### config.mk
export PLATFORM = sky130hd
export DESIGN_NAME = polaris_bus_arbiter
export DESIGN_NICKNAME = d
export VERILOG_FILES = /design/src/rtl/polaris_bus_arbiter.sv
export SDC_FILE = /design/constraint.sdc
export NUM_CORES = 1
export LEC_CHECK = 0
export ABC_CLOCK_PERIOD_IN_PS = 3700
export BUFFER_PORTS_ARGS = -buffer_cell sky130_fd_sc_hd__buf_2
export CAP_MARGIN = 25
export CORE_AREA = 2 2 196 198
export CTS_BUF_LIST = sky130_fd_sc_hd__clkbuf_4 sky130_fd_sc_hd__clkbuf_8
export CTS_CLUSTER_DIAMETER = 30
export DETAILED_ROUTE_END_ITERATION = 8
export DIE_AREA = 0 0 198 200
export SKIP_LAST_GASP = 1
export SLEW_MARGIN = 20
export SYNTH_ARGS = -nofsm -noshare
export SYNTH_HDL_FRONTEND = slang
export SYNTH_SLANG_ARGS = --single-unit
### constraint.sdc
create_clock -name clk_i -period 3.7 [get_ports clk_i]
set_input_delay 0.74 -clock clk_i [delete_from_list [all_inputs] [get_ports clk_i]]
set_output_delay 0.74 -clock clk_i [all_outputs]
set_load 0.03 [all_outputs]
### src/rtl/polaris_bus_arbiter.sv
// Round-robin arbiter sharing one memory port between the Polaris I and D masters,
// with grant held until acknowledge and a watchdog that terminates stalled transfers.
module polaris_bus_arbiter #(
   parameter int TIMEOUT = 256,
   parameter int TW      = 9
) (
   input  logic        clk_i,
   input  logic        reset_i,
   input  logic [1:0]  isiz_i,
   input  logic [63:0] iadr_i,
   output logic        iack_o,
   output logic [31:0] idat_o,
   input  logic        dcyc_i,
   input  logic        dstb_i,
   input  logic        dwe_i,
   input  logic [1:0]  dsiz_i,
   input  logic        dsigned_i,
   input  logic [63:0] dadr_i,
   input  logic [63:0] ddat_i,
   output logic        dack_o,
   output logic [63:0] ddat_o,
   output logic [63:0] madr_o,
   output logic [63:0] mdat_o,
   input  logic [63:0] mdat_i,
   output logic        mwe_o,
   output logic        mcyc_o,
   output logic        mstb_o,
   output logic [1:0]  msiz_o,
   output logic        msigned_o,
   input  logic        mack_i,
   output logic        timeout_o
);

   typedef enum logic [1:0] {IDLE, GNT_I, GNT_D} state_t;

   localparam logic [TW-1:0] CNT_LAST = TW'((TIMEOUT == 0) ? 0 : TIMEOUT - 1);
   localparam logic [TW-1:0] CNT_ONE  = TW'(1);

   state_t        state_reg;
   logic          last_d_reg;
   logic [TW-1:0] cnt_reg;
   logic          timeout_reg;

   logic i_req;
   logic d_req;
   logic gnt_i;
   logic gnt_d;
   logic granted;
   logic req_held;
   logic tmo_hit;

   assign i_req    = (isiz_i != 2'b00);
   assign d_req    = dcyc_i & dstb_i;
   assign gnt_i    = (state_reg == GNT_I);
   assign gnt_d    = (state_reg == GNT_D);
   assign granted  = gnt_i | gnt_d;
   assign req_held = gnt_i ? i_req : d_req;
   // A same-cycle acknowledge always beats the watchdog.
   assign tmo_hit  = (TIMEOUT != 0) && granted && (cnt_reg == CNT_LAST) && !mack_i;

   always_ff @(posedge clk_i) begin
      if (reset_i) begin
         state_reg   <= IDLE;
         last_d_reg  <= 1'b0;
         cnt_reg     <= '0;
         timeout_reg <= 1'b0;
      end else begin
         case (state_reg)
            IDLE: begin
               cnt_reg <= '0;
               if (d_req && (!i_req || !last_d_reg))
                  state_reg <= GNT_D;
               else if (i_req)
                  state_reg <= GNT_I;
            end
            GNT_I, GNT_D: begin
               if (mack_i || tmo_hit || !req_held) begin
                  state_reg  <= IDLE;
                  last_d_reg <= gnt_d;
                  cnt_reg    <= '0;
               end else begin
                  cnt_reg <= cnt_reg + CNT_ONE;
               end
               if (tmo_hit)
                  timeout_reg <= 1'b1;
            end
            default: state_reg <= IDLE;
         endcase
      end
   end

   always_comb begin
      madr_o    = '0;
      mdat_o    = '0;
      mwe_o     = 1'b0;
      msiz_o    = 2'b00;
      msigned_o = 1'b0;
      mcyc_o    = granted & ~tmo_hit;
      mstb_o    = granted & ~tmo_hit;
      iack_o    = 1'b0;
      idat_o    = '0;
      dack_o    = 1'b0;
      ddat_o    = '0;
      if (gnt_i) begin
         madr_o = iadr_i;
         msiz_o = isiz_i;
         iack_o = mack_i | tmo_hit;
         idat_o = tmo_hit ? 32'h0 : mdat_i[31:0];
      end else if (gnt_d) begin
         madr_o    = dadr_i;
         mdat_o    = ddat_i;
         mwe_o     = dwe_i;
         msiz_o    = dsiz_i;
         msigned_o = dsigned_i;
         dack_o    = mack_i | tmo_hit;
         ddat_o    = tmo_hit ? 64'h0 : mdat_i;
      end
   end

   assign timeout_o = timeout_reg;

endmodule

==> impl_summary.txt, run 1 <==
----------------------------------------------------
[Status]
  Run status ... completed

[STA]
  Fin crit share ... 81.7%
  Setup violation total in the final timing report ... 0
  Fin. max-slew vios ... 0
  Clk_skew ... 2.48 ps
  Final min period ... 3020 ps
  Final hold violation count ... 0
  Accumulated negative setup slack ... 0 ps
  Pin slew with the least headroom to its limit ... 738 ps
  Setup repair after global routing missed its margin ... no
  Slew HR ... 49.5%
  Timing-limited maximum frequency ... 0.331 GHz
  WHS ... 495 ps

[Layout]
  Net count reported at finish ... 1095
  Largest register FFs ... 9
  Ratio of cells with drive above 1 in the final layout ... 62.9%
  Count of placed standard cells in the final layout, fillers left out ... 1348
  Area growth from synthesis to layout ... 125%

[Synth]
  Most numerous cell in the Yosys netlist ... sky130_fd_sc_hd__and2_1
  Post-synthesis average cell area ... 7.24 um2
  Cell types with the highest counts after synthesis ... sky130_fd_sc_hd__and2_1 (162), sky130_fd_sc_hd__a22o_1 (66), sky130_fd_sc_hd__nor2_1 (16)
  Primary flip-flop cell chosen by synthesis mapping ... sky130_fd_sc_hd__dfxtp_1
  Post-Syn Area ... 2500 um2
  Gate Count Post-Synth ... 346
  Dominant cells by area after synthesis ... sky130_fd_sc_hd__and2_1 (40%), sky130_fd_sc_hd__a22o_1 (23%), sky130_fd_sc_hd__dfxtp_1 (10%)
  Yosys top cell area share ... 40.5%
  Post-Synthesis Net Count ... 619
  Sequential element share of the synthesized area ... 10.4%
  Count of cell types in the netlist ... 38
  Top cell type by total area after synthesis ... sky130_fd_sc_hd__and2_1
  Fraction of registers with async set or reset after synthesis ... 0%
  Count of warnings emitted by yosys ... 0
  Post-synth EDFFs ... 0
  Post-synthesis sequential element count ... 13

[Floorplan]
  Die Span Y ... 200 um
  Starting Density ... 6.70%
  Row count ... 71
  Top-level port count ... 500
  Core box area ... 37400 um2
  Width of the die ... 198 um
  Die outline area ... 39600 um2

[Placed design]
  Post-Place Cells ... 1328
  Port Buffers ... 499
  Half-perimeter wire length after detailed placement ... 19.6 mm
  Routability congestion estimate ... 0.835

[Power]
  Share of total power in sequential cells ... 12.4%
  Cell area power density ... 208 nW/um2
  Switching component of the power ... 629 uW
  Internal power ... 543 uW
  Power share of the combinational group ... 76.2%
  Clk pwr share ... 11.4%
  Net switching fraction of the power ... 53.7%
  Maximum vdd ir drop ... 0.127 mV
  Cell leakage power ... 0.00333 uW

[Setup path]
  Crit start category ... flop
  Data required time at the worst endpoint ... 2960 ps
  Capturing element type of the critical path ... primary output
  Arrival time of data at the critical path endpoint ... 2280 ps
  Largest fanout of any net on the critical path ... 64
  Type of the worst setup path ... reg2out

[Detailed routing]
  DR pass1 iterations ... 4
  Number of DRC violations after detailed-routing iteration 0 ... 161
  Total routed wirelength ... 21.6 mm
  Via-to-Cell Ratio ... 3.37
  Detailed-route DRC error count ... 0
  Via count ... 4547
  Antenna-violating nets left ... 0
  WL/cell ... 16.0 um

[Job]
  Max-cap violation count ... 0

[Global routing]
  Pin count of the biggest net entering global routing ... 113
  Via count of the first global-routing pass ... 3921
  Overall fraction of global-route tracks in use ... 9.71%
  Wire length of the first global-routing pass ... 26.9 mm
  Total congestion overflow ... 0
  Number of antenna violations at the first check in global routing ... 32

[Clocking]
  Post-CTS Hold Fix Bufs ... 0
  Maximum buffer depth of the clock tree ... 2
  Setup bufs post-CTS ... 0
  Clk Tree Root Cell ... sky130_fd_sc_hd__clkbuf_8
  Clock transition at the register clock pins on the worst setup and hold paths after CTS ... 50 ps
  Number of cells upsized or downsized after cts ... 0
  Clock insertion delay at the later pin of the skew report ... 240 ps
  Number of buffers created by CTS ... 3
  Clock tree from TritonCTS ... yes
  Clock sink total ... 13
  Number of levels the H-tree was split into ... 1

[Hold path]
  Tightest Hold Check Type ... reg2reg

----------------------------------------------------
-- path summary, 6_finish.rpt --
check	from	endpoint	slack (ps)	depth (start not counted)
min	cnt_reg[8]	cnt_reg[8]	490	2
max reg2reg	cnt_reg[0]	cnt_reg[0]	1750	8
min reg2reg	cnt_reg[8]	cnt_reg[8]	490	2
max	cnt_reg[0]	ddat_o[58]	680	9
-- power groups by stage --
stage / sequential, uW / combinational [uW] / clock, uW
6_report: 146 / 893 / 134
5_1_grt: 146 / 956 / 150
4_1_cts: 146 / 905 / 136
3_5_place_dp: 149 / 902 / 0
3_3_place_gp: 148 / 893 / 0
2_1_floorplan: 148 / 548 / 0
-- cells in the final DEF (no fill, tap or decap), types with 5 or more instances in the layout --
master,instances
sky130_fd_sc_hd__a22o_1,66
sky130_fd_sc_hd__a21oi_1,6
sky130_fd_sc_hd__ha_1,5
sky130_fd_sc_hd__buf_2,499
sky130_fd_sc_hd__diode_2,16
sky130_fd_sc_hd__nor2_1,16
sky130_fd_sc_hd__and2_1,162
sky130_fd_sc_hd__inv_1,7
sky130_fd_sc_hd__dfxtp_1,13
-- worst max-delay path: stages, from the launching register on --
cell                      delay (ps)
sky130_fd_sc_hd__dfxtp_1         330
sky130_fd_sc_hd__ha_1            240
sky130_fd_sc_hd__nand3_1          90
sky130_fd_sc_hd__nor2_1           40
sky130_fd_sc_hd__ha_1            210
sky130_fd_sc_hd__and3_1          210
sky130_fd_sc_hd__nor2_4          110
sky130_fd_sc_hd__buf_4           390
sky130_fd_sc_hd__and2_1          200
sky130_fd_sc_hd__buf_2           200
-- cell type report --
type | count | area [um2]
fillers | 4348 | 31800
repair buffers | 504 | 2550
multi-input cells | 293 | 2070
well taps | 511 | 639
flip-flops and latches | 13 | 260
clock buffers | 4 | 48.8
diodes | 16 | 40.0
inverters | 7 | 26.3
-- stage by stage --
stage	total power (uW)	cell area [um2]	util [%]	setup slack [ps]
global route	1250	5600	15.0	516
CTS	1190	5590	14.9	662
floorplan	696	2500	-	1270
detailed placement	1050	5540	14.8	894
global placement	1040	5540	14.8	980
finish	1170	5630	15.1	676
-- kinds of logic after synthesis --
group           share of synthesized area [%]
simple gates                             48.7
compound gates                           27.8
buf+inv                                  7.34
flops                                    10.4
xor+xnor                                 2.45
fa+ha+maj                                3.00
mux                                     0.400
-- routing by layer --
| layer | vias to the layer above | GRT usage, % | wire length (um) |
|---|---|---|---|
| li1 | 2146 | - | - |
| met1 | 2007 | 9.57 | 7440 |
| met2 | 323 | 18.3 | 11000 |
| met3 | 39 | 4.94 | 2830 |
| met4 | 32 | 1.78 | 150 |
| met5 | - | 0 | 208 |
No activity file was read; power rests on OpenSTA's default activity.
==> run 2: changes to the inputs <==
--- a/config.mk
+++ b/config.mk
@@ -5,14 +5,15 @@
 export SDC_FILE = /design/constraint.sdc
 export NUM_CORES = 1
 export LEC_CHECK = 0
-export ABC_CLOCK_PERIOD_IN_PS = 3700
+export ABC_AREA = 1
+export ABC_CLOCK_PERIOD_IN_PS = 2900
 export BUFFER_PORTS_ARGS = -buffer_cell sky130_fd_sc_hd__buf_2
 export CAP_MARGIN = 25
-export CORE_AREA = 2 2 196 198
+export CORE_AREA = 2 2 193 195
 export CTS_BUF_LIST = sky130_fd_sc_hd__clkbuf_4 sky130_fd_sc_hd__clkbuf_8
 export CTS_CLUSTER_DIAMETER = 30
 export DETAILED_ROUTE_END_ITERATION = 8
-export DIE_AREA = 0 0 198 200
+export DIE_AREA = 0 0 195 197
 export SKIP_LAST_GASP = 1
 export SLEW_MARGIN = 20
 export SYNTH_ARGS = -nofsm -noshare
==> constraint.sdc (replaced) <==
create_clock -name clk_i -period 2.9 [get_ports clk_i]
set_input_delay 0.58 -clock clk_i [delete_from_list [all_inputs] [get_ports clk_i]]
set_output_delay 0.58 -clock clk_i [all_outputs]
set_load 0.03 [all_outputs]
==> run 2 against run 1 <==
Non-clock buffer count is 4 higher. First-iteration DRC count up 85%. Worst hold slack worse by 30 ps. Global-route usage down 1.1 points. Register-to-register slack worse by 800 ps. Area after synthesis rose by 20%. Synthesized cell count up 87%.
==> impl_summary.txt, run 2 <==
----------------------------------------------------
[Status]
  Run status ... completed (unchanged)

[Clocking]
  Setup bufs post-CTS ... 0 (unchanged)
  Post-CTS Hold Fix Bufs ... 0 (unchanged)
  Clock tree from TritonCTS ... yes (unchanged)
  Maximum buffer depth of the clock tree ... 2 (unchanged)
  Number of buffers created by CTS ... 3 (unchanged)
  Clk Tree Root Cell ... sky130_fd_sc_hd__clkbuf_8 (unchanged)
  Number of levels the H-tree was split into ... 1 (unchanged)
  Clock insertion delay at the later pin of the skew report ... 240 ps (about the same)
  Clock sink total ... 13 (unchanged)
  Clock transition at the register clock pins on the worst setup and hold paths after CTS ... 50 ps (about the same)

[Synth]
  Most numerous cell in the Yosys netlist ... sky130_fd_sc_hd__nand2_1 (was sky130_fd_sc_hd__and2_1)
  Count of warnings emitted by yosys ... 0 (unchanged)
  Yosys top cell area share ... 35.0% (was 40.5%)
  Dominant cells by area after synthesis ... sky130_fd_sc_hd__nand2_1 (35%), sky130_fd_sc_hd__nor2_1 (23%), sky130_fd_sc_hd__nand3_1 (12%) (was sky130_fd_sc_hd__and2_1 (40%), sky130_fd_sc_hd__a22o_1 (23%), sky130_fd_sc_hd__dfxtp_1 (10%))
  Post-Syn Area ... 3010 um2 (was 2500 um2)
  Fraction of registers with async set or reset after synthesis ... 0% (unchanged)
  Count of cell types in the netlist ... 23 (was 38)
  Post-Synthesis Net Count ... 920 (was 619)
  Cell types with the highest counts after synthesis ... sky130_fd_sc_hd__nand2_1 (280), sky130_fd_sc_hd__nor2_1 (183), sky130_fd_sc_hd__nand3_1 (71) (was sky130_fd_sc_hd__and2_1 (162), sky130_fd_sc_hd__a22o_1 (66), sky130_fd_sc_hd__nor2_1 (16))
  Gate Count Post-Synth ... 647 (was 346)
  Post-synth EDFFs ... 0 (unchanged)
  Primary flip-flop cell chosen by synthesis mapping ... sky130_fd_sc_hd__dfxtp_1 (unchanged)
  Post-synthesis average cell area ... 4.65 um2 (was 7.24 um2)
  Top cell type by total area after synthesis ... sky130_fd_sc_hd__nand2_1 (was sky130_fd_sc_hd__and2_1)
  Post-synthesis sequential element count ... 13 (unchanged)
  Sequential element share of the synthesized area ... 8.66% (was 10.4%)

[STA]
  Fin crit share ... 95.6%
  Fin. max-slew vios ... 0 (unchanged)
  Pin slew with the least headroom to its limit ... 685 ps (was 738 ps)
  Clk_skew ... 0.643 ps (was 2.48 ps)
  Setup violation total in the final timing report ... 0 (unchanged)
  Slew HR ... 54.4% (was 49.5%)
  Final hold violation count ... 0 (unchanged)
  Timing-limited maximum frequency ... 0.361 GHz
  Final min period ... 2770 ps

[Hold path]
  Tightest Hold Check Type ... reg2reg (unchanged)
  Number of cells traversed by the worst hold path ... 2 (unchanged)

[Detailed routing]
  Detailed-route DRC error count ... 0 (unchanged)
  Via count ... 5799 (was 4547)
  Via-to-Cell Ratio ... 3.68 (was 3.37)
  DR pass1 iterations ... 5 (was 4)
  Total routed wirelength ... 19.7 mm (was 21.6 mm)
  WL/cell ... 12.5 um (was 16.0 um)
  Number of DRC violations after detailed-routing iteration 0 ... 298 (was 161)
  Antenna-violating nets left ... 0 (unchanged)

[Layout]
  Total area of sequential cells ... 260 um2 (unchanged)
  Finished Core Util ... 16.6% (was 15.1%)
  Ratio of cells with drive above 1 in the final layout ... 48.0% (was 62.9%)
  Most used cells in the layout excluding fill and tap cells ... sky130_fd_sc_hd__buf_2 (497), sky130_fd_sc_hd__nand2_1 (280), sky130_fd_sc_hd__nor2_1 (180) (was sky130_fd_sc_hd__buf_2 (499), sky130_fd_sc_hd__and2_1 (162), sky130_fd_sc_hd__a22o_1 (66))
  Net count reported at finish ... 1378 (was 1095)
  Area growth from synthesis to layout ... 100% (was 125%)
  Largest register FFs ... 9 (unchanged)
  Fill cell instance count of the final layout ... 4211 (was 4348)
  Multi-input logic area ... 2380 um2 (was 2070 um2)
  Commonest non-fill, non-tap cell in the layout ... sky130_fd_sc_hd__buf_2 (unchanged)
  Count of placed standard cells in the final layout, fillers left out ... 1574 (was 1348)

[Power]
  Maximum vdd ir drop ... 0.142 mV (was 0.127 mV)
  Cell area power density ... 272 nW/um2 (was 208 nW/um2)
  Cell leakage power ... 0.00395 uW (was 0.00333 uW)

[Floorplan]
  Top-level port count ... 500 (unchanged)
  Core box area ... 36300 um2 (was 37400 um2)
  Die outline area ... 38400 um2 (was 39600 um2)
  Starting Density ... 8.29% (was 6.70%)
  Row count ... 70 (was 71)
  Width of the die ... 195 um (was 198 um)
  Die Span Y ... 197 um (was 200 um)

[Setup path]
  Crit start category ... flop (unchanged)
  Data required time at the worst endpoint ... 2320 ps (was 2960 ps)
  Register-to-Register Setup Slack ... 950 ps (was 1750 ps)
  Capturing element type of the critical path ... primary output (unchanged)
  Largest fanout of any net on the critical path ... 16 (was 64)
  Worst R2R Path Depth ... 7 (was 8)
  Arrival time of data at the critical path endpoint ... 2190 ps (was 2280 ps)
  Type of the worst setup path ... reg2out (unchanged)

[Job]
  Max-cap violation count ... 0 (unchanged)

[Placed design]
  Port Buffers ... 499 (unchanged)
  Post-Place Cells ... 1566 (was 1328)
  Routability congestion estimate ... 0.752 (was 0.835)
  Half-perimeter wire length after detailed placement ... 15.5 mm (was 19.6 mm)

[Global routing]
  Overall fraction of global-route tracks in use ... 8.63% (was 9.71%)
  Number of antenna violations at the first check in global routing ... 4 (was 32)
  Met2 Use GR ... 15.0% (was 18.3%)
  Via count of the first global-routing pass ... 4838 (was 3921)
  Wire length of the first global-routing pass ... 26.2 mm (was 26.9 mm)
  Pin count of the biggest net entering global routing ... 134 (was 113)
  Global-route track usage on met1 ... 10.7% (was 9.57%)
  Met3 Resource Use GR ... 1.57% (was 4.94%)
  Total congestion overflow ... 0 (unchanged)
  Global-route layer with the greatest usage ... met2 (unchanged)

----------------------------------------------------
[run 2: cell types whose count changed after synthesis, sizes merged, moves of 2 or more]
cell,previous run,this run
nand2,2,283
inv,7,16
clkbuf,18,9
nor3,1,5
nand4b,2,0
buf,15,46
and2,162,0
nor2,18,184
nand3,2,71
xnor2,4,0
a22o,66,0
nor2b,4,0
[run 2: worst max-delay path: stages (launching register included)]
cell and delay [ps]:
sky130_fd_sc_hd__dfxtp_1 400, sky130_fd_sc_hd__inv_1 130, sky130_fd_sc_hd__ha_1 400, sky130_fd_sc_hd__nand2_1 150
sky130_fd_sc_hd__nor2_4 50, sky130_fd_sc_hd__inv_4 110, sky130_fd_sc_hd__buf_12 160, sky130_fd_sc_hd__nand2_1 90
sky130_fd_sc_hd__nor2_1 200, sky130_fd_sc_hd__buf_2 240
[run 2: final cells by class]
| cell class | instances | area share [%] |
|---|---|---|
| sequential | 13 | 4.33 |
| timing repair buffer | 508 | 44.3 |
| antenna | 2 | 0.0832 |
| clock buffer | 4 | 0.811 |
| inverter | 16 | 1.06 |
| tap | 468 | 9.73 |
| multi-input combinational | 563 | 39.6 |
[run 2: path summary, 6_finish.rpt]
kind | startpoint | to
setup / recovery | state_reg[0] | idat_o[29]
hold / removal | last_d_reg | last_d_reg
setup reg to reg | state_reg[0] | cnt_reg[1]
hold reg to reg | last_d_reg | last_d_reg
[run 2: cells by family after synthesis]
family	share of synthesized area, %
xor gates and xnor gates	0.874
adders and majority gates	2.50
DFF	8.66
AOI/OAI and AO/OA	1.62
and+or+nand+nor	72.9
buffers and inverters	13.4
[run 2: stage by stage]
stage | instance area, um2 | setup TNS (ps) | setup WS (ps) | hold WS (ps) | power, uW
finish | 6020 | 0 | 128 | 465 | 1640
global route | 6020 | -10.6 | -10.6 | 496 | 1740
CTS | 5940 | 0 | 22.0 | 468 | 1650
detailed placement | 5890 | 0 | 237 | 460 | 1470
global placement | 5890 | 0 | 258 | 449 | 1460
floorplan | 3010 | 0 | 548 | 429 | 989
[run 2: what timing repair did]
item | CTS | global route
cloned | 0 | 2
hold endpoints to repair | 0 | 0
setup endpoints to repair | 2 | 12
gates resized for setup | 2 | 6
[run 2: report_power, final]
part           switching (uW)  internal (uW)
Clock                    64.0            106
Combinational             891            388
Sequential               4.67            183
[run 2: routing by layer]
| layer | up-vias | wire length (um) |
|---|---|---|
| li1 | 2884 | - |
| met1 | 2551 | 7890 |
| met2 | 330 | 9620 |
| met3 | 32 | 1710 |
| met4 | 2 | 481 |
| met5 | - | 10 |
==> run 3: changes to the inputs <==
--- a/config.mk
+++ b/config.mk
@@ -5,15 +5,14 @@
 export SDC_FILE = /design/constraint.sdc
 export NUM_CORES = 1
 export LEC_CHECK = 0
-export ABC_AREA = 1
 export ABC_CLOCK_PERIOD_IN_PS = 2900
 export BUFFER_PORTS_ARGS = -buffer_cell sky130_fd_sc_hd__buf_2
 export CAP_MARGIN = 25
-export CORE_AREA = 2 2 193 195
+export CORE_AREA = 2 2 192 194
 export CTS_BUF_LIST = sky130_fd_sc_hd__clkbuf_4 sky130_fd_sc_hd__clkbuf_8
 export CTS_CLUSTER_DIAMETER = 30
 export DETAILED_ROUTE_END_ITERATION = 8
-export DIE_AREA = 0 0 195 197
+export DIE_AREA = 0 0 194 196
 export SKIP_LAST_GASP = 1
 export SLEW_MARGIN = 20
 export SYNTH_ARGS = -nofsm -noshare
==> run 3 against run 2 <==
Count of clock-buffer cells in the layout is the same. Maximum frequency grew 2.1%. Global-route usage shrank 0.073 points. Core utilization shrank 1.1 points. Register-to-register slack lost 270 ps. Flip-flop and latch count is the same. Combinational power shrank 11%. Largest power group unchanged.
==> impl_summary.txt, run 3 (same netlist as run 1, synthesis figures left out) <==
----------------------------------------------------
[Status]
  Run status ... completed (unchanged)

[Global routing]
  Total congestion overflow ... 0 (unchanged)
  Overall fraction of global-route tracks in use ... 8.56% (was 8.63%)
  Number of antenna violations at the first check in global routing ... 17 (was 4)
  Via count of the first global-routing pass ... 4012 (was 4838)
  Pin count of the biggest net entering global routing ... 133 (was 134)
  Wire length of the first global-routing pass ... 24.5 mm (was 26.2 mm)

[Detailed routing]
  Total routed wirelength ... 18.3 mm (was 19.7 mm)
  DR pass1 iterations ... 4 (was 5)
  Detailed-route DRC error count ... 0 (unchanged)
  Number of DRC violations after detailed-routing iteration 0 ... 193 (was 298)
  WL/cell ... 14.1 um (was 12.5 um)
  Antenna-violating nets left ... 0 (unchanged)
  Via count ... 4488 (was 5799)
  Via-to-Cell Ratio ... 3.46 (was 3.68)

[Setup path]
  Type of the worst setup path ... reg2out (unchanged)
  Largest fanout of any net on the critical path ... 32 (was 16)
  Register-to-Register Setup Slack ... 680 ps (was 950 ps)
  Worst R2R Path Depth ... 7 (unchanged)
  Crit start category ... flop (unchanged)
  R2r endpoint ... state_reg[1] (was cnt_reg[1])
  Arrival time of data at the critical path endpoint ... 2130 ps (was 2190 ps)
  Capturing element type of the critical path ... primary output (unchanged)
  Critical R2R Launch ... state_reg[1] (was state_reg[0])
  Data required time at the worst endpoint ... 2320 ps (about the same)

[Layout]
  Finished Core Util ... 15.4% (was 16.6%)
  Largest register FFs ... 9 (unchanged)
  Most used cells in the layout excluding fill and tap cells ... sky130_fd_sc_hd__buf_2 (499), sky130_fd_sc_hd__and2_1 (162), sky130_fd_sc_hd__a22o_1 (66) (was sky130_fd_sc_hd__buf_2 (497), sky130_fd_sc_hd__nand2_1 (280), sky130_fd_sc_hd__nor2_1 (180))
  Net count reported at finish ... 1095 (was 1378)
  Ratio of cells with drive above 1 in the final layout ... 63.0% (was 48.0%)
  Area growth from synthesis to layout ... 123% (was 100%)
  Commonest non-fill, non-tap cell in the layout ... sky130_fd_sc_hd__buf_2 (unchanged)

[Clocking]
  Clock insertion delay at the later pin of the skew report ... 250 ps (was 240 ps)
  Maximum buffer depth of the clock tree ... 2 (unchanged)
  Number of levels the H-tree was split into ... 1 (unchanged)
  Number of buffers created by CTS ... 3 (unchanged)
  Clock sink total ... 13 (unchanged)
  Clock transition at the register clock pins on the worst setup and hold paths after CTS ... 60 ps (was 50 ps)
  Clock tree from TritonCTS ... yes (unchanged)
  Post-CTS Hold Fix Bufs ... 0 (unchanged)
  Clk Tree Root Cell ... sky130_fd_sc_hd__clkbuf_8 (unchanged)

[STA]
  Slew HR ... 49.6% (was 54.4%)
  Accumulated negative setup slack ... 0 ps (unchanged)
  Timing-limited maximum frequency ... 0.368 GHz (was 0.361 GHz)
  Setup repair after global routing missed its margin ... no
  Clk_skew ... 2.13 ps (was 0.643 ps)
  Final hold violation count ... 0 (unchanged)
  Final Worst Setup Slack ... 186 ps (was 128 ps)
  Final min period ... 2710 ps (was 2770 ps)
  Fin crit share ... 93.6% (was 95.6%)
  Fin. max-slew vios ... 0 (unchanged)
  Setup violation total in the final timing report ... 0 (unchanged)
  Pin slew with the least headroom to its limit ... 756 ps (was 685 ps)

[Power]
  Cell leakage power ... 0.00333 uW (was 0.00395 uW)
  Overall power of the completed layout ... 1500 uW (was 1640 uW)
  Maximum vdd ir drop ... 0.108 mV (was 0.142 mV)
  Cell area power density ... 269 nW/um2 (was 272 nW/um2)

[Placed design]
  Port Buffers ... 499 (unchanged)
  Half-perimeter wire length after detailed placement ... 16.3 mm (was 15.5 mm)
  Routability congestion estimate ... 0.845 (was 0.752)
  Minimum setup slack after placement ... 309 ps (was 237 ps)

[Floorplan]
  Die Span Y ... 196 um (was 197 um)
  Row count ... 70 (unchanged)
  Width of the die ... 194 um (was 195 um)
  Core box area ... 36100 um2 (was 36300 um2)
  Starting Density ... 6.94% (was 8.29%)
  Die outline area ... 38000 um2 (was 38400 um2)
  Top-level port count ... 500 (unchanged)

[Hold path]
  Number of cells traversed by the worst hold path ... 2 (unchanged)
  Destination of the worst hold path ... timeout_o (was last_d_reg)
  Launch instance of the worst min-delay path ... timeout_o (was last_d_reg)
  Tightest Hold Check Type ... reg2reg (unchanged)

[Job]
  Max-cap violation count ... 0 (unchanged)

----------------------------------------------------
run 3: how the worst max path moves through the flow:
| stage | start | to | depth (start not counted) | slack [ps] |
|---|---|---|---|---|
| floorplan | cnt_reg[0] | ddat_o[10] | 8 | 630 |
| global placement | cnt_reg[0] | ddat_o[33] | 9 | 370 |
| detailed placement | cnt_reg[0] | ddat_o[35] | 9 | 310 |
| CTS | cnt_reg[0] | ddat_o[40] | 9 | 30 |
| global route | cnt_reg[0] | ddat_o[49] | 9 | 30 |
| finish | cnt_reg[0] | idat_o[7] | 9 | 190 |
run 3: cell type report:
type                            count  area (um2)
Antenna cell                        8        20.0
Clock buffer                        4        48.8
Fill cell                        4153       30500
Inverter                            7        26.3
Multi-Input combinational cell    293        2070
Sequential cell                    13         260
Tap cell                          468         586
Timing Repair Buffer              504        2560
run 3: worst max-delay path: stages, from the launching register on:
cell                      delay [ps]
sky130_fd_sc_hd__dfxtp_1         330
sky130_fd_sc_hd__ha_1            240
sky130_fd_sc_hd__nand3_1          90
sky130_fd_sc_hd__nor2_1           50
sky130_fd_sc_hd__ha_1            210
sky130_fd_sc_hd__and3_2          220
sky130_fd_sc_hd__nor2b_2         120
sky130_fd_sc_hd__buf_6           220
sky130_fd_sc_hd__and2_1          190
sky130_fd_sc_hd__buf_2           200
run 3: metal layers:
| layer | share of wire [%] | routed length [um] | track usage [%] |
|---|---|---|---|
| met5 | 0.67 | 122 | 0 |
| met2 | 52 | 9480 | 16.2 |
| met3 | 14 | 2530 | 3.76 |
| met4 | 1.4 | 262 | 2.02 |
| met1 | 32 | 5890 | 8.57 |
run 3: per-stage QoR:
stage	area [um2]	cells	hold slack (ps)
6_report	5570	1297	471
3_5_place_dp	5490	1284	464
3_3_place_gp	5490	1284	460
5_1_grt	5560	1292	495
4_1_cts	5540	1288	479
2_1_floorplan	2500	346	459
run 3: repair_timing:
item,4_1_cts,5_1_grt
endpoints found under the setup margin,0,67
buffers inserted,0,1
gates resized for setup,0,2
run 3: where the power goes:
| group | switching [uW] | internal [uW] |
|---|---|---|
| registers | 3.34 | 183 |
| logic | 731 | 406 |
| clock network | 67.7 | 107 |
| total | 802 | 695 |
